## src/rtl/sync_ctrl_pkg.sv

```systemverilog
// Shared definitions for the PPS-driven sync sequencer.
// Holds the controller state encoding, counter widths, parameter
// defaults and saturating-increment helpers used by sync_seq_ctrl.
package sync_ctrl_pkg;

    localparam int PPS_CNT_W       = 4;
    localparam int TO_CNT_W        = 16;
    localparam int ATT_W           = 4;

    localparam int N_PPS_WAIT_DEF  = 2;
    localparam int TIMEOUT_CYC_DEF = 64;
    localparam int MAX_RETRY_DEF   = 3;

    typedef enum logic [2:0] {
        ST_IDLE     = 3'd0,
        ST_WAIT_PPS = 3'd1,
        ST_ARM      = 3'd2,
        ST_DONE     = 3'd3,
        ST_ERR      = 3'd4
    } state_e;

    // Increment that sticks at all-ones instead of wrapping.
    function automatic logic [PPS_CNT_W-1:0] pps_cnt_inc(input logic [PPS_CNT_W-1:0] v);
        if (v == {PPS_CNT_W{1'b1}}) begin
            return v;
        end else begin
            return v + {{(PPS_CNT_W-1){1'b0}}, 1'b1};
        end
    endfunction

    // Increment that sticks at all-ones instead of wrapping.
    function automatic logic [TO_CNT_W-1:0] to_cnt_inc(input logic [TO_CNT_W-1:0] v);
        if (v == {TO_CNT_W{1'b1}}) begin
            return v;
        end else begin
            return v + {{(TO_CNT_W-1){1'b0}}, 1'b1};
        end
    endfunction

endpackage

```

## src/rtl/pps_sync_edge.sv

```systemverilog
// Brings the asynchronous PPS pin into the clk10 domain and produces a
// registered one-cycle pulse on each synchronized rising edge.
// The pulse appears three clk10 edges after the pin is first sampled high
// (two synchronizer stages, then the registered edge detector).
// Ports:
//   clk10 - system clock
//   rst   - asynchronous active-low reset
//   din   - asynchronous input (pps pin)
//   rise  - one-cycle pulse per synchronized rising edge
module pps_sync_edge (
    input  logic clk10,
    input  logic rst,
    input  logic din,
    output logic rise
);

    logic meta_r;
    logic sync_r;
    logic sync_q_r;
    logic rise_r;

    // Two-stage synchronizer, delayed copy and registered edge pulse.
    always_ff @(posedge clk10 or negedge rst) begin
        if (!rst) begin
            meta_r   <= 1'b0;
            sync_r   <= 1'b0;
            sync_q_r <= 1'b0;
            rise_r   <= 1'b0;
        end else begin
            meta_r   <= din;
            sync_r   <= meta_r;
            sync_q_r <= sync_r;
            rise_r   <= sync_r & ~sync_q_r;
        end
    end

    assign rise = rise_r;

endmodule

```

## src/rtl/sync_seq_ctrl.sv

```systemverilog
// Sequencer that waits for N_PPS_WAIT synchronized PPS edges, then raises
// sync_trigger until the sync block answers with a sync_ltc_fb rising edge.
// A silent trigger window of TIMEOUT_CYC cycles starts another attempt,
// up to MAX_RETRY attempts, after which a sticky err_timeout is raised.
// Ports:
//   clk10        - system clock
//   rst          - asynchronous active-low reset
//   pps          - asynchronous pulse-per-second input
//   sw_start     - one-cycle start request (ignored while busy)
//   sw_abort     - one-cycle cancel request (wins over everything)
//   sync_ltc_fb  - feedback from the sync block, clk10 domain
//   sync_trigger - trigger to the sync block
//   busy         - controller not idle
//   done         - one-cycle success pulse
//   err_timeout  - sticky failure flag, cleared by the next accepted start
//   attempts     - attempts started in the current or last sequence
module sync_seq_ctrl
    import sync_ctrl_pkg::*;
#(
    parameter int N_PPS_WAIT  = N_PPS_WAIT_DEF,
    parameter int TIMEOUT_CYC = TIMEOUT_CYC_DEF,
    parameter int MAX_RETRY   = MAX_RETRY_DEF
) (
    input  logic             clk10,
    input  logic             rst,
    input  logic             pps,
    input  logic             sw_start,
    input  logic             sw_abort,
    input  logic             sync_ltc_fb,
    output logic             sync_trigger,
    output logic             busy,
    output logic             done,
    output logic             err_timeout,
    output logic [ATT_W-1:0] attempts
);

    localparam logic [PPS_CNT_W-1:0] N_PPS_L     = PPS_CNT_W'(N_PPS_WAIT);
    localparam logic [TO_CNT_W-1:0]  TO_LAST_L   = TO_CNT_W'(TIMEOUT_CYC - 1);
    localparam logic [ATT_W-1:0]     MAX_RETRY_L = ATT_W'(MAX_RETRY);
    localparam logic [ATT_W-1:0]     ATT_ONE_L   = {{(ATT_W-1){1'b0}}, 1'b1};

    state_e                 state_r;
    state_e                 state_s;
    logic [PPS_CNT_W-1:0]   pps_cnt_r;
    logic [PPS_CNT_W-1:0]   pps_cnt_s;
    logic [PPS_CNT_W-1:0]   pps_inc_s;
    logic [TO_CNT_W-1:0]    to_cnt_r;
    logic [TO_CNT_W-1:0]    to_cnt_s;
    logic [ATT_W-1:0]       att_r;
    logic [ATT_W-1:0]       att_s;
    logic                   err_r;
    logic                   err_s;
    logic                   fb_q_r;
    logic                   fb_edge_s;
    logic                   pps_rise_s;
    logic                   trig_r;
    logic                   busy_r;
    logic                   done_r;

    pps_sync_edge u_pps_sync (
        .clk10 (clk10),
        .rst   (rst),
        .din   (pps),
        .rise  (pps_rise_s)
    );

    assign fb_edge_s = sync_ltc_fb & ~fb_q_r;
    assign pps_inc_s = pps_cnt_inc(pps_cnt_r);

    // Next-state and next-counter logic; abort overrides every state.
    always_comb begin
        state_s   = state_r;
        pps_cnt_s = pps_cnt_r;
        to_cnt_s  = to_cnt_r;
        att_s     = att_r;
        err_s     = err_r;
        if (sw_abort) begin
            state_s = ST_IDLE;
        end else begin
            case (state_r)
                ST_IDLE: begin
                    if (sw_start) begin
                        state_s   = ST_WAIT_PPS;
                        pps_cnt_s = {PPS_CNT_W{1'b0}};
                        err_s     = 1'b0;
                        att_s     = ATT_ONE_L;
                    end else begin
                        state_s   = ST_IDLE;
                    end
                end
                ST_WAIT_PPS: begin
                    if (pps_rise_s) begin
                        pps_cnt_s = pps_inc_s;
                        if (pps_inc_s >= N_PPS_L) begin
                            state_s  = ST_ARM;
                            to_cnt_s = {TO_CNT_W{1'b0}};
                        end else begin
                            state_s  = ST_WAIT_PPS;
                        end
                    end else begin
                        state_s = ST_WAIT_PPS;
                    end
                end
                ST_ARM: begin
                    // A feedback edge on the last window cycle still counts as success.
                    if (fb_edge_s) begin
                        state_s = ST_DONE;
                    end else if (to_cnt_r >= TO_LAST_L) begin
                        if (att_r < MAX_RETRY_L) begin
                            state_s   = ST_WAIT_PPS;
                            att_s     = att_r + ATT_ONE_L;
                            pps_cnt_s = {PPS_CNT_W{1'b0}};
                        end else begin
                            state_s   = ST_ERR;
                            err_s     = 1'b1;
                        end
                    end else begin
                        to_cnt_s = to_cnt_inc(to_cnt_r);
                    end
                end
                ST_DONE: begin
                    state_s = ST_IDLE;
                end
                ST_ERR: begin
                    state_s = ST_IDLE;
                end
                default: begin
                    state_s = ST_IDLE;
                end
            endcase
        end
    end

    // State, counters and registered outputs derived from the next state.
    always_ff @(posedge clk10 or negedge rst) begin
        if (!rst) begin
            state_r   <= ST_IDLE;
            pps_cnt_r <= {PPS_CNT_W{1'b0}};
            to_cnt_r  <= {TO_CNT_W{1'b0}};
            att_r     <= {ATT_W{1'b0}};
            err_r     <= 1'b0;
            fb_q_r    <= 1'b0;
            trig_r    <= 1'b0;
            busy_r    <= 1'b0;
            done_r    <= 1'b0;
        end else begin
            state_r   <= state_s;
            pps_cnt_r <= pps_cnt_s;
            to_cnt_r  <= to_cnt_s;
            att_r     <= att_s;
            err_r     <= err_s;
            fb_q_r    <= sync_ltc_fb;
            trig_r    <= (state_s == ST_ARM);
            busy_r    <= (state_s != ST_IDLE);
            done_r    <= (state_s == ST_DONE);
        end
    end

    assign sync_trigger = trig_r;
    assign busy         = busy_r;
    assign done         = done_r;
    assign err_timeout  = err_r;
    assign attempts     = att_r;

endmodule

```

## config.mk

```make
export PLATFORM = sky130hd
export DESIGN_NAME = sync_seq_ctrl
export DESIGN_NICKNAME = d
export VERILOG_FILES = /design/src/rtl/sync_ctrl_pkg.sv /design/src/rtl/pps_sync_edge.sv /design/src/rtl/sync_seq_ctrl.sv
export SDC_FILE = /design/constraint.sdc
export NUM_CORES = 1
export LEC_CHECK = 0
export BUFFER_PORTS_ARGS = -buffer_cell sky130_fd_sc_hd__buf_2
export CORE_MARGIN = 3
export CORE_UTILIZATION = 60
export CTS_BUF_LIST = sky130_fd_sc_hd__clkbuf_4
export CTS_CLUSTER_SIZE = 28
export DETAILED_ROUTE_END_ITERATION = 12
export PLACE_DENSITY_LB_ADDON = 0.12
export SLEW_MARGIN = 25
export SYNTH_ARGS = -nofsm -noshare
export SYNTH_HDL_FRONTEND = slang
export SYNTH_SLANG_ARGS = --single-unit
export TNS_END_PERCENT = 5
```

## constraint.sdc

```tcl
create_clock -name clk10 -period 3.35 [get_ports clk10]
set_input_delay 0.335 -clock clk10 [delete_from_list [all_inputs] [get_ports clk10]]
set_output_delay 0.335 -clock clk10 [all_outputs]
set_load 0.05 [all_outputs]
```

==> impl_metrics.env <==
export IMPL_status="complete, no violations"
export IMPL_antenna_found_initial=0
export IMPL_htree_levels=2
export IMPL_setup_tns_ps=0
export IMPL_drv_slew=0
export IMPL_die_width_um=58.7
export IMPL_yosys_warnings=0
export IMPL_clock_sinks=36
export IMPL_stdcell_area_sq_um=1830
export IMPL_diodes=0
export IMPL_critPathCaptureType="flip-flop"
export IMPL_num_io_pins=14
export IMPL_wl_per_cell_um=16.4
export IMPL_seq_area_frac_synth_pct=54.1
export IMPL_dr_total_vias=1224
export IMPL_post_cts_setup_buffers=0
export IMPL_tritoncts="done"
export IMPL_synth_distinct_cells=37
export IMPL_r2r_cells=6
export IMPL_ys_ff_latch=36
export IMPL_firstDrtPassIters=4
export IMPL_worst_clock_skew_ps=11.3
export IMPL_core_sq_um=2570
export IMPL_async_reset_ff_share_pct=100
export IMPL_syn_area_sq_um=1670
export IMPL_via_per_inst=6.28
export IMPL_first_iter_violations=66
export IMPL_period_share_pct=69.1
export IMPL_cts_hold_buf=0
export IMPL_dieArea_sq_um=3440
export IMPL_postPlaceCellArea_sq_um=1750
export IMPL_cts_resized=0
export IMPL_synthMuxAreaShare_pct=1.20
export IMPL_synth_top_family_by_area="simple AND/OR/NAND/NOR gates"
export IMPL_drv_cap=0
export IMPL_cts_root_to_sink_buffers=2
export IMPL_synth_edff_count=0
export IMPL_yosys_area_share_simple_pct=23.7
export IMPL_startpoint_type="flip-flop"
export IMPL_hold_path_class="input pin to asynchronous set/reset pin"
export IMPL_layout_min_cycle_time_ps=2320
export IMPL_finalWeightedCongestion=0.880
export IMPL_grt_pass1_wl_um=5630
export IMPL_critPathMaxFanout=6
export IMPL_syn_inst=147
export IMPL_powerDensity_nw_per_um2=497
export IMPL_numCtsBuffers=5
export IMPL_grt_pass1_vias=1222
export IMPL_drt_total_wl_um=3190
export IMPL_p_leak_uw=0.000858
export IMPL_final_common_cell="dfrtp_1"
export IMPL_rrSetupSlack_ps=1030
export IMPL_clk_latency_ps=330
export IMPL_crit_type="flip-flop to flip-flop"
export IMPL_cts_root_buf="clkbuf_4"
export IMPL_avgSynthCellArea_sq_um=11.3
export IMPL_synth_main_ff_cell="dfrtp_1"
export IMPL_grt_max_degree=37
export IMPL_synth_compound_area_share_pct=16.8
export IMPL_fillers=175
export IMPL_grt_ovfl_total=0
export IMPL_setup_violations_final=0
export IMPL_cp_arrival_ps=2580
export IMPL_synth_xor_area_share_pct=0
export IMPL_rsz0062_at_grt="false"
export IMPL_final_net_count=173
export IMPL_hpwl_um=2260
export IMPL_synthAdderAreaFrac_pct=2.25
export IMPL_peakVddDrop_v=0.000518
export IMPL_io_buffer_count=13
export IMPL_p_total_uw=907
export IMPL_start_util_pct=64.9
export IMPL_drive_gt1_share_pct=15.8
export IMPL_worstMarginPinSlew_ps=795
export IMPL_ant_nets=0
export IMPL_slew_limit_headroom_pct=46.5
export IMPL_layout_common_cells="dfrtp_1 (36), nor2b_1 (14), buf_2 (13)"
export IMPL_r2r_start="pps_cnt_r[0]$_DFFE_PN0P_"
export IMPL_reg2reg_to="to_cnt_r[1]$_DFFE_PN0P_"
export IMPL_cts_clk_slew_worst_paths_ps=100
export IMPL_groute_usage_overall_pct=22.1
export IMPL_syn_nets=156
export IMPL_drc_errors=0
export IMPL_final_hold_violation_count=0
export IMPL_rows=18
export IMPL_synthToLayoutAreaGrowth_pct=9.62
export IMPL_die_y_um=58.7
export IMPL_final_core_util_pct=71.1
export IMPL_required_ps=3610
export IMPL_fmax_mhz=432
per-layer routing:
metal	global-route usage [%]	vias to the layer above	share of wire [%]
met5	0	-	0
met3	6.58	16	6.8
met1	26.3	580	42
li1	-	569	-
met2	36.2	59	48
met4	11.3	0	3.3
critical path, cell delays in order (launching register included):
cell      delay, ps
dfrtp_1         440
ha_1            270
and2_1          210
a311o_1         450
a221oi_4        360
and2_1          300
mux2i_1         220
sequential cells by signal, summed over array words and instances, names as in the netlist:
name                 count
to_cnt_r                16
attempts                 4
pps_cnt_r                4
state_r                  3
busy                     1
done                     1
err_timeout              1
fb_q_r                   1
sync_trigger             1
u_pps_sync.meta_r        1
u_pps_sync.rise          1
u_pps_sync.sync_q_r      1
u_pps_sync.sync_r        1
synthesized netlist by cell type (all sizes together), types with 2 or more instances:
| cell | instances | area share (%) |
|---|---|---|
| dfrtp | 36 | 54 |
| nor2b | 14 | 5.3 |
| nand2 | 12 | 2.7 |
| a21oi | 7 | 2.1 |
| nor2 | 7 | 1.6 |
| nor3 | 6 | 1.8 |
| a31oi | 5 | 1.9 |
| nor4 | 5 | 4.4 |
| and2 | 4 | 1.5 |
| and3 | 4 | 1.5 |
| inv | 4 | 0.90 |
| o21a | 4 | 1.8 |
| o21ai | 4 | 1.2 |
| a41oi | 3 | 1.6 |
| buf | 3 | 1.1 |
| ha | 3 | 2.3 |
| nand2b | 3 | 1.1 |
| nand3 | 3 | 0.90 |
| o2111ai | 3 | 2.6 |
| a21o | 2 | 0.90 |
| and3b | 2 | 1.1 |
| mux2i | 2 | 1.2 |
| or3 | 2 | 0.75 |
cell families after synthesis:
logic type,count (synthesis)
AND/OR/NAND/NOR,64
multiplexers,2
buffers and inverters,7
adder cells (fa/ha/maj),3
AO/OA/AOI/OAI,35
flip-flops,36
area by class of cell:
type / instances / area, sq um / share of cell area [%]
Sequential cell: 36 / 901 / 49.3
Multi-Input combinational cell: 104 / 732 / 40.1
Tap cell: 30 / 37.5 / 2.06
Inverter: 4 / 15.0 / 0.822
Clock inverter: 3 / 37.5 / 2.06
Timing Repair Buffer: 13 / 65.1 / 3.56
Clock buffer: 5 / 37.5 / 2.06
power breakdown:
group / switching (uW) / internal (uW)
Combinational: 78.6 / 48.4
Sequential: 31.3 / 464
Clock: 132 / 152
Total: 242 / 665
per-stage QoR:
step	hold slack (ps)	cells	worst slack [ps]
3_5_place_dp	336	187	1090
6_report	54.2	195	1030
4_1_cts	79.5	195	1070
3_3_place_gp	344	187	1190
5_1_grt	88.1	195	882
2_1_floorplan	39.4	147	1210
worst max path at each step:
stage,from,to,slack (ps)
after floorplan,attempts[0]$_DFFE_PN0P_,pps_cnt_r[1]$_DFFE_PN0P_,1210
after global placement,pps_cnt_r[0]$_DFFE_PN0P_,to_cnt_r[1]$_DFFE_PN0P_,1190
after detailed placement,pps_cnt_r[0]$_DFFE_PN0P_,to_cnt_r[1]$_DFFE_PN0P_,1090
after CTS,pps_cnt_r[0]$_DFFE_PN0P_,to_cnt_r[1]$_DFFE_PN0P_,1070
after global routing,pps_cnt_r[0]$_DFFE_PN0P_,to_cnt_r[1]$_DFFE_PN0P_,880
final,pps_cnt_r[0]$_DFFE_PN0P_,to_cnt_r[1]$_DFFE_PN0P_,1030
(Power assumes the default switching activity.)
